[config.mk]
export PLATFORM = sky130hd
export DESIGN_NAME = hazard_sched_ctrl_flat
export DESIGN_NICKNAME = d
export VERILOG_FILES = /design/src/rtl/hazard_sched_ctrl_if.sv /design/src/rtl/hazard_sched_ctrl.sv /design/src/flat_wrapper.sv
export SDC_FILE = /design/constraint.sdc
export NUM_CORES = 1
export LEC_CHECK = 0
export ABC_AREA = 0
export ABC_CLOCK_PERIOD_IN_PS = 5300
export BUFFER_PORTS_ARGS = -buffer_cell sky130_fd_sc_hd__buf_2
export CORE_MARGIN = 3
export CORE_UTILIZATION = 45
export DETAILED_ROUTE_END_ITERATION = 8
export HOLD_SLACK_MARGIN = 0.15
export MAX_ROUTING_LAYER = met4
export PLACE_DENSITY = 0.71
export SYNTH_ARGS = -nofsm -noshare
export SYNTH_HDL_FRONTEND = slang
export SYNTH_SLANG_ARGS = --single-unit
[constraint.sdc]
create_clock -name clk -period 5.3 [get_ports clk]
set_input_delay 0.53 -clock clk [delete_from_list [all_inputs] [get_ports clk]]
set_output_delay 0.53 -clock clk [all_outputs]
set_load 0.02 [all_outputs]
[src/rtl/hazard_sched_ctrl_if.sv]
// Pipeline-side bundle for the hazard/interlock controller: stage register
// fields and control bits in, stall/flush/forward selects and mult/div status out.
interface hazard_sched_ctrl_if;
  logic [4:0]  RsD, RtD, RsE, RtE;
  logic [4:0]  WriteRegE, WriteRegM, WriteRegW;
  logic        RegWriteE, RegWriteM, RegWriteW;
  logic        MemtoRegE, MemtoRegM;
  logic        BranchD, PCSrcD;
  logic        MdUseD, MdStartE, MdDivE;
  logic        StallF, StallD, FlushD, FlushE;
  logic [1:0]  ForwardAE, ForwardBE;
  logic        ForwardAD, ForwardBD;
  logic        MdBusy, MdDone;
  logic [15:0] StallCnt;

  modport master (
    output RsD, RtD, RsE, RtE, WriteRegE, WriteRegM, WriteRegW,
           RegWriteE, RegWriteM, RegWriteW, MemtoRegE, MemtoRegM,
           BranchD, PCSrcD, MdUseD, MdStartE, MdDivE,
    input  StallF, StallD, FlushD, FlushE, ForwardAE, ForwardBE,
           ForwardAD, ForwardBD, MdBusy, MdDone, StallCnt
  );

  modport slave (
    input  RsD, RtD, RsE, RtE, WriteRegE, WriteRegM, WriteRegW,
           RegWriteE, RegWriteM, RegWriteW, MemtoRegE, MemtoRegM,
           BranchD, PCSrcD, MdUseD, MdStartE, MdDivE,
    output StallF, StallD, FlushD, FlushE, ForwardAE, ForwardBE,
           ForwardAD, ForwardBD, MdBusy, MdDone, StallCnt
  );
endinterface

[src/rtl/hazard_sched_ctrl.sv]
// Hazard/interlock controller for the 5-stage pipeline: forwarding selects,
// load-use/branch/mult-div stalls, mult/div busy FSM and a saturating stall counter.
module hazard_sched_ctrl #(
  parameter int MUL_CYCLES = 4,
  parameter int DIV_CYCLES = 32,
  parameter int CNT_W      = 6
) (
  input logic               clk,
  input logic               rst_n,
  hazard_sched_ctrl_if.slave hz
);

  typedef enum logic [1:0] {
    MD_IDLE = 2'd0,
    MD_BUSY = 2'd1,
    MD_DONE = 2'd2
  } md_state_t;

  localparam logic [CNT_W-1:0] MUL_LOAD = CNT_W'(MUL_CYCLES - 1);
  localparam logic [CNT_W-1:0] DIV_LOAD = CNT_W'(DIV_CYCLES - 1);

  md_state_t        state_r, state_nxt_s;
  logic [CNT_W-1:0] cnt_r, cnt_nxt_s;
  logic             md_busy_r, md_done_r;
  logic [15:0]      stall_cnt_r;
  logic             lw_stall_s, br_stall_s, md_stall_s, stall_s;
  logic [1:0]       fwd_ae_s, fwd_be_s;
  logic             fwd_ad_s, fwd_bd_s;

  // Register 0 is hard-wired, so it never creates a dependency.
  function automatic logic reg_hit(input logic [4:0] src, input logic [4:0] dst);
    return (src != 5'd0) && (src == dst);
  endfunction

  // Mult/div state register; status flags are registered from the next state.
  always_ff @(posedge clk or negedge rst_n) begin
    if (!rst_n) begin
      state_r   <= MD_IDLE;
      cnt_r     <= '0;
      md_busy_r <= 1'b0;
      md_done_r <= 1'b0;
    end else begin
      state_r   <= state_nxt_s;
      cnt_r     <= cnt_nxt_s;
      md_busy_r <= (state_nxt_s != MD_IDLE);
      md_done_r <= (state_nxt_s == MD_DONE);
    end
  end

  // Mult/div next-state and countdown; a start outside IDLE is ignored.
  always_comb begin
    state_nxt_s = state_r;
    cnt_nxt_s   = cnt_r;
    case (state_r)
      MD_IDLE: begin
        if (hz.MdStartE) begin
          state_nxt_s = MD_BUSY;
          cnt_nxt_s   = hz.MdDivE ? DIV_LOAD : MUL_LOAD;
        end else begin
          state_nxt_s = MD_IDLE;
        end
      end
      MD_BUSY: begin
        if (cnt_r == '0) begin
          state_nxt_s = MD_DONE;
        end else begin
          cnt_nxt_s = cnt_r - CNT_W'(1);
        end
      end
      MD_DONE: state_nxt_s = MD_IDLE;
      default: begin
        state_nxt_s = MD_IDLE;
        cnt_nxt_s   = '0;
      end
    endcase
  end

  // Zero-latency hazard detection and forwarding selects (M beats W).
  always_comb begin
    lw_stall_s = hz.MemtoRegE && reg_hit(hz.RtE, hz.RsD)
              || hz.MemtoRegE && reg_hit(hz.RtE, hz.RtD);
    br_stall_s = hz.BranchD &&
                 ((hz.RegWriteE && (reg_hit(hz.RsD, hz.WriteRegE) || reg_hit(hz.RtD, hz.WriteRegE))) ||
                  (hz.MemtoRegM && (reg_hit(hz.RsD, hz.WriteRegM) || reg_hit(hz.RtD, hz.WriteRegM))));
    md_stall_s = hz.MdUseD && (state_r != MD_IDLE);
    stall_s    = lw_stall_s | br_stall_s | md_stall_s;

    if (hz.RegWriteM && reg_hit(hz.RsE, hz.WriteRegM)) begin
      fwd_ae_s = 2'b10;
    end else if (hz.RegWriteW && reg_hit(hz.RsE, hz.WriteRegW)) begin
      fwd_ae_s = 2'b01;
    end else begin
      fwd_ae_s = 2'b00;
    end

    if (hz.RegWriteM && reg_hit(hz.RtE, hz.WriteRegM)) begin
      fwd_be_s = 2'b10;
    end else if (hz.RegWriteW && reg_hit(hz.RtE, hz.WriteRegW)) begin
      fwd_be_s = 2'b01;
    end else begin
      fwd_be_s = 2'b00;
    end

    fwd_ad_s = hz.RegWriteM && reg_hit(hz.RsD, hz.WriteRegM);
    fwd_bd_s = hz.RegWriteM && reg_hit(hz.RtD, hz.WriteRegM);
  end

  // Performance counter of stalled cycles, held at all-ones once full.
  always_ff @(posedge clk or negedge rst_n) begin
    if (!rst_n) begin
      stall_cnt_r <= 16'd0;
    end else if (stall_s && (stall_cnt_r != 16'hFFFF)) begin
      stall_cnt_r <= stall_cnt_r + 16'd1;
    end else begin
      stall_cnt_r <= stall_cnt_r;
    end
  end

  // A taken branch is only squashed once D is actually allowed to advance.
  assign hz.StallF    = stall_s;
  assign hz.StallD    = stall_s;
  assign hz.FlushE    = stall_s;
  assign hz.FlushD    = hz.PCSrcD & ~stall_s;
  assign hz.ForwardAE = fwd_ae_s;
  assign hz.ForwardBE = fwd_be_s;
  assign hz.ForwardAD = fwd_ad_s;
  assign hz.ForwardBD = fwd_bd_s;
  assign hz.MdBusy    = md_busy_r;
  assign hz.MdDone    = md_done_r;
  assign hz.StallCnt  = stall_cnt_r;

endmodule
[src/flat_wrapper.sv]
// flat-port wrapper written by rule: the top's interface ports become plain ports
module hazard_sched_ctrl_flat 
#(
  parameter int MUL_CYCLES = 4,
  parameter int DIV_CYCLES = 32,
  parameter int CNT_W      = 6
)
  (clk, rst_n, hz_RsD, hz_RtD, hz_RsE, hz_RtE, hz_WriteRegE, hz_WriteRegM, hz_WriteRegW, hz_RegWriteE, hz_RegWriteM, hz_RegWriteW, hz_MemtoRegE, hz_MemtoRegM, hz_BranchD, hz_PCSrcD, hz_MdUseD, hz_MdStartE, hz_MdDivE, hz_StallF, hz_StallD, hz_FlushD, hz_FlushE, hz_ForwardAE, hz_ForwardBE, hz_ForwardAD, hz_ForwardBD, hz_MdBusy, hz_MdDone, hz_StallCnt);
  hazard_sched_ctrl_if hz_i ();
  input logic clk;
  input logic rst_n;
  input wire logic [$bits(hz_i.RsD)-1:0] hz_RsD;
  input wire logic [$bits(hz_i.RtD)-1:0] hz_RtD;
  input wire logic [$bits(hz_i.RsE)-1:0] hz_RsE;
  input wire logic [$bits(hz_i.RtE)-1:0] hz_RtE;
  input wire logic [$bits(hz_i.WriteRegE)-1:0] hz_WriteRegE;
  input wire logic [$bits(hz_i.WriteRegM)-1:0] hz_WriteRegM;
  input wire logic [$bits(hz_i.WriteRegW)-1:0] hz_WriteRegW;
  input wire logic [$bits(hz_i.RegWriteE)-1:0] hz_RegWriteE;
  input wire logic [$bits(hz_i.RegWriteM)-1:0] hz_RegWriteM;
  input wire logic [$bits(hz_i.RegWriteW)-1:0] hz_RegWriteW;
  input wire logic [$bits(hz_i.MemtoRegE)-1:0] hz_MemtoRegE;
  input wire logic [$bits(hz_i.MemtoRegM)-1:0] hz_MemtoRegM;
  input wire logic [$bits(hz_i.BranchD)-1:0] hz_BranchD;
  input wire logic [$bits(hz_i.PCSrcD)-1:0] hz_PCSrcD;
  input wire logic [$bits(hz_i.MdUseD)-1:0] hz_MdUseD;
  input wire logic [$bits(hz_i.MdStartE)-1:0] hz_MdStartE;
  input wire logic [$bits(hz_i.MdDivE)-1:0] hz_MdDivE;
  output wire logic [$bits(hz_i.StallF)-1:0] hz_StallF;
  output wire logic [$bits(hz_i.StallD)-1:0] hz_StallD;
  output wire logic [$bits(hz_i.FlushD)-1:0] hz_FlushD;
  output wire logic [$bits(hz_i.FlushE)-1:0] hz_FlushE;
  output wire logic [$bits(hz_i.ForwardAE)-1:0] hz_ForwardAE;
  output wire logic [$bits(hz_i.ForwardBE)-1:0] hz_ForwardBE;
  output wire logic [$bits(hz_i.ForwardAD)-1:0] hz_ForwardAD;
  output wire logic [$bits(hz_i.ForwardBD)-1:0] hz_ForwardBD;
  output wire logic [$bits(hz_i.MdBusy)-1:0] hz_MdBusy;
  output wire logic [$bits(hz_i.MdDone)-1:0] hz_MdDone;
  output wire logic [$bits(hz_i.StallCnt)-1:0] hz_StallCnt;
  assign hz_i.RsD = hz_RsD;
  assign hz_i.RtD = hz_RtD;
  assign hz_i.RsE = hz_RsE;
  assign hz_i.RtE = hz_RtE;
  assign hz_i.WriteRegE = hz_WriteRegE;
  assign hz_i.WriteRegM = hz_WriteRegM;
  assign hz_i.WriteRegW = hz_WriteRegW;
  assign hz_i.RegWriteE = hz_RegWriteE;
  assign hz_i.RegWriteM = hz_RegWriteM;
  assign hz_i.RegWriteW = hz_RegWriteW;
  assign hz_i.MemtoRegE = hz_MemtoRegE;
  assign hz_i.MemtoRegM = hz_MemtoRegM;
  assign hz_i.BranchD = hz_BranchD;
  assign hz_i.PCSrcD = hz_PCSrcD;
  assign hz_i.MdUseD = hz_MdUseD;
  assign hz_i.MdStartE = hz_MdStartE;
  assign hz_i.MdDivE = hz_MdDivE;
  assign hz_StallF = hz_i.StallF;
  assign hz_StallD = hz_i.StallD;
  assign hz_FlushD = hz_i.FlushD;
  assign hz_FlushE = hz_i.FlushE;
  assign hz_ForwardAE = hz_i.ForwardAE;
  assign hz_ForwardBE = hz_i.ForwardBE;
  assign hz_ForwardAD = hz_i.ForwardAD;
  assign hz_ForwardBD = hz_i.ForwardBD;
  assign hz_MdBusy = hz_i.MdBusy;
  assign hz_MdDone = hz_i.MdDone;
  assign hz_StallCnt = hz_i.StallCnt;
  hazard_sched_ctrl #(.MUL_CYCLES(MUL_CYCLES), .DIV_CYCLES(DIV_CYCLES), .CNT_W(CNT_W)) u_core (.clk(clk), .rst_n(rst_n), .hz(hz_i));
endmodule
Word-level counts from Yosys, hierarchy flattened
Cells that the tools add are included.

Equality and inequality tests: 16. Reductions and logical operators: 36. Add/subtract/negate cells: 2. Bitwise operators: 5. Multiplexer cells: 11.

Operator list (count): $eq A5 B5 Y1 (10); $logic_and A1 B1 Y1 (23); $reduce_bool A5 Y1 (4); $pmux W6 S3 (1); $add A16 B1 Y16 const B (1); $ne A16 B16 Y1 const B (1); $mux W6 (2); $logic_not A6 Y1 (1); $mux W2 (3); $sub A6 B1 Y6 const B (1); $mux W5 (1); $eq A2 B2 Y1 const B (2); $logic_or A1 B1 Y1 (4); $ne A2 B2 Y1 const B (2); $pmux W2 S2 (1); $reduce_bool A2 Y1 (2); $mux W1 (3); $reduce_and A3 Y1 (1); $eq A2 B1 Y1 const B (1); $logic_not A2 Y1 (1); $not A1 Y1 (2); $or A1 B1 Y1 (2); $and A1 B1 Y1 (1).

Output and inout port bits: 28. Flip-flop bits (word level): 26. Word-level logic and storage cells: 75. Input bits: 47.

Longest topological paths before layout
Depth after elaboration: 10. Depth in mapped cells: 9. Gate-level depth less buffers: 9.

Worst setup path after synthesis
Ideal clock, no wire load.

Path type: input port to output port. From: input hz_RtD[1]. To: output hz_FlushD. Data required time: 4.770 ns. Setup slack: 2.707 ns. Arrival time: 2.063 ns. Stages: 6. Buffers on the path: 0. Cell sequence: or4_1 nor2_2 nor4_1 o211ai_1 nand3_1 nor2_1.

Longest elaborated chain between the ends: 10. Elaborated cells on any way between the ends: 19. Classes of those cells: eq/ne: 3; bitwise: 4; reduce/logical: 12.

Ends and longest elaborated chain: start: declaration (line flat_wrapper.sv:13) `input wire logic [$bits(hz_i.RtD)-1:0] hz_RtD;`; $eq A5 B5 Y1 / $reduce_bool A5 Y1 (equally long branches) (line hazard_sched_ctrl.sv:32) `return (src != 5'd0) && (src == dst);`; $logic_and A1 B1 Y1 (line hazard_sched_ctrl.sv:32); $logic_or A1 B1 Y1 (on tied branches) (line hazard_sched_ctrl.sv:83, hazard_sched_ctrl.sv:84); $logic_and A1 B1 Y1 (on tied branches) (line hazard_sched_ctrl.sv:83, hazard_sched_ctrl.sv:84); $logic_or A1 B1 Y1 (line hazard_sched_ctrl.sv:83) `((hz.RegWriteE && (reg_hit(hz.RsD, hz.WriteRegE) || reg_hit(hz.RtD, hz.WriteRegE))) ||`; $logic_and A1 B1 Y1 (line hazard_sched_ctrl.sv:82) `br_stall_s = hz.BranchD &&`; $or A1 B1 Y1 (*) (2 in a row) (line hazard_sched_ctrl.sv:86) `stall_s = lw_stall_s | br_stall_s | md_stall_s;`; via hz_FlushE (line flat_wrapper.sv:32) `output wire logic [$bits(hz_i.FlushE)-1:0] hz_FlushE;`; $not A1 Y1 (*) (line hazard_sched_ctrl.sv:123) `assign hz.FlushD = hz.PCSrcD & ~stall_s;`; $and A1 B1 Y1 (*) (line hazard_sched_ctrl.sv:123); end: declaration (line flat_wrapper.sv:31) `output wire logic [$bits(hz_i.FlushD)-1:0] hz_FlushD;`.

The timed path passes the listed nets; every way through them passes the cells marked *.

Final worst setup path
From: input hz_RtD[1]. To: output hz_FlushD.

Longest elaborated chain between the ends: 10. Elaborated cells on any way between the ends: 19. Classes of those cells: eq/ne: 3; bitwise: 4; reduce/logical: 12.

Ends and longest elaborated chain (line): $eq A5 B5 Y1 / $reduce_bool A5 Y1 (equally long branches) (hazard_sched_ctrl.sv:32); $logic_and A1 B1 Y1 (hazard_sched_ctrl.sv:32); $logic_or A1 B1 Y1 (on tied branches) (hazard_sched_ctrl.sv:83, hazard_sched_ctrl.sv:84); $logic_and A1 B1 Y1 (on tied branches) (hazard_sched_ctrl.sv:83, hazard_sched_ctrl.sv:84); $logic_or A1 B1 Y1 (hazard_sched_ctrl.sv:83); $logic_and A1 B1 Y1 (hazard_sched_ctrl.sv:82); $or A1 B1 Y1 (*) (2 in a row) (hazard_sched_ctrl.sv:86); $not A1 Y1 (*) (hazard_sched_ctrl.sv:123); $and A1 B1 Y1 (*) (hazard_sched_ctrl.sv:123).

Every way passes the cells marked *; elsewhere a longest branch is shown, timed or not.

==> impl_results.md <==
- Status: finished, final reports clean
- Vias in the first global route: 1729
- H-tree Lvls: 1
- Commonest cells after routing, fill and taps aside: buf_2 (74), xnor2_1 (56), dfrtp_1 (26)
- Root buffer cell: clkbuf_8
- Crit path time final: 2.62 ns
- Worst hold path class: input port to async pin
- Avg Vias per Cell: 5.28
- Async SR Flop Fraction: 100%
- Place WS: 2.67 ns
- Type of origin of the critical path: input port
- Mapped Nets: 266
- Syn_area_per_cell: 9.05 um2
- Final Cycle Share: 49.4%
- Kind of critical path: input port to output port
- Unique masters post-synth: 38
- Initial antenna violation count: 0
- Post-route setup TNS: 0 ns
- Post-Syn Area: 1960 um2
- Maxcap violations: 0
- Drt pass-1 iters: 4
- Clk sink count: 26
- Clock buffer depth: 2
- Synthesized instance count: 217
- Nets@finish: 333
- Crit-path slowest cell: or4_1
- Fmax: 0.382 GHz
- Worst Path Arrival: 2.09 ns
- Crit-path max FO: 5
- Worst R2R Start: u_core.cnt_r[0]
- Iter 0 DRT Violations: 81
- Worst Setup SP: hz_RtD[1]
- First-pass GRT wire length: 7.67 mm
- Worst VDD drop: 0.000152 V
- RSZ-0062 raised after global routing: false
- Critical Path RT: 4.77 ns
- Reg2Reg Setup Slack: 2.85 ns
- Commonest non-fill, non-tap cell in the layout: buf_2
- DP Wirelength: 3.80 mm
- EDFF count, synth: 0
- Setup ws final: 2.68 ns
- Post CTS Setup Buffer Count: 0
- PortBufs: 74
- CP endpoint kind: output port
- Clk pin slew, worst setup/hold paths: 0.09 ns
- Die Ht: 72.1 um
- Pin count of the biggest net entering global routing: 27
- Die area: 5190 um2
- Total global-route track usage: 19.0%
- Detailed-route via count: 1759
- Core Rows: 23
- Final Setup Violations: 0
- Num CTS Buffers: 3
- Most used DFF post-synth: dfrtp_1
- Rel. slew slack: 62.0%
- Final wirelength: 4.61 mm
- Area Growth Syn to Fin: 22.6%
- Final count of hold timing violations: 0
- DRC errors left: 0
- Share of cells above drive strength 1: 29.7%
- Leakage: 0.00109 uW
- TritonCTS clock tree: done
- CTS resizes: 0
- Post-synthesis register bit count: 26
- Antenna cell count: 0
- Initial Utilization: 47.7%
- ANT nets after route: 0
- Setup Skew: 0.00813 ns
- Cell mode on critical path: buf_2
- Core outline area: 4120 um2
- YS warnings: 0
- IO Count: 75
- Die Wd: 72.1 um
- Max Slew Vio Count: 0
- Post-synthesis sequential area ratio: 33.1%
- Global placer's final weighted congestion: 0.814
- Power per cell area: 338 nW/um2
- Gr ovfl total: 0
- CTS Hold Buffers Added: 0
- Slowest stage delay, CP: 0.54 ns
- Worst-margin pin slew: 0.570 ns
- Insertion delay of the later-clocked pin in the worst-skew pair: 0.27 ns
- Worst-path cell chain: buf_2 -> or4_1 -> nor2_2 -> nor4_1 -> nor3_1 -> nand3_1 -> nor2_1 -> buf_2
- Routed length per placed instance: 13.9 um
area by class of cell:
| type | count | area (um2) |
|---|---|---|
| repair buffers | 74 | 370 |
| inverters | 9 | 33.8 |
| well taps | 50 | 62.6 |
| clock buffers | 3 | 41.3 |
| clock inverters | 1 | 30.0 |
| multi-input cells | 170 | 1220 |
| fillers | 392 | 1710 |
| flip-flops and latches | 26 | 651 |
power by group:
part	total (uW)	internal [uW]	switching, uW
clock network	162	101	60.9
logic	340	152	189
registers	313	254	58.8
total	815	507	308
synth_stat cells, types with 2 or more instances:
cell      count  share of area [%]
a211oi_1      2               0.76
a21o_1        2               0.76
a31oi_1       2               0.64
and2_1        3               0.96
and3_1        4                1.3
and4_1        5                2.2
buf_4         2               0.76
clkbuf_1      9                1.7
dfrtp_1      26                 33
ha_1          2                1.3
inv_1         9                1.7
mux2_2        2                1.1
nand2_1      10                1.9
nand3_1      12                3.1
nand4_1      14                4.5
nor2_1       11                2.1
nor2b_1       2               0.64
nor3_1        5                1.3
nor4_1        6                1.9
o21ai_0       5                1.3
o32ai_1       2               0.89
or4_1         3                1.1
xnor2_1      56                 25
xor2_1        9                4.0
sequential cells by signal, indices dropped and copies added (netlist names):
| name | flops |
|---|---|
| u_core.hz.StallCnt | 16 |
| u_core.cnt_r | 6 |
| u_core.state_r | 2 |
| u_core.hz.MdBusy | 1 |
| u_core.hz.MdDone | 1 |
stage by stage:
step           instance area [um2]  hold WS, ns  cells  total power [uW]  utilization [%]
2_1_floorplan                 1960        0.234    217               558                -
3_3_place_gp                  2340        0.478    329               652             56.8
3_5_place_dp                  2340        0.485    329               661             56.8
4_1_cts                       2410        0.258    333               825             58.5
5_1_grt                       2410        0.282    333               879             58.5
6_report                      2410        0.243    333               815             58.5
cell families after synthesis:
logic type                 after synthesis  synth area share (%)
muxes                                    2                  1.15
adders and majority gates                2                  1.27
AOI/OAI and AO/OA                       21                  7.83
DFF                                     26                  33.1
and+or+nand+nor                         80                  22.9
xor gates and xnor gates                65                  29.0
buffers and inverters                   21                  4.78
metal layers:
layer	global-route usage [%]	wire (um)	share of wire [%]
met5	-	0	0
met4	4.80	50	1.1
met3	4.16	277	6.0
met2	30.5	2200	48
met1	24.2	2080	45
critical path: cells and delay by family:
family	cells	cell delay, ns
and+or+nand+nor	6	1.25
buffers and inverters	2	0.31
final timing paths:
kind | end | cells past startpoint
worst max-delay path | hz_FlushD | 8
worst min register to register | u_core.hz.StallCnt[15] | 1
worst min-delay path | u_core.hz.StallCnt[7] | 1
min in group clk | u_core.hz.StallCnt[15] | 1
worst max register to register | u_core.cnt_r[4] | 9
max in group asynchronous | u_core.cnt_r[4] | 1
Power figures use the tool's default switching activity.
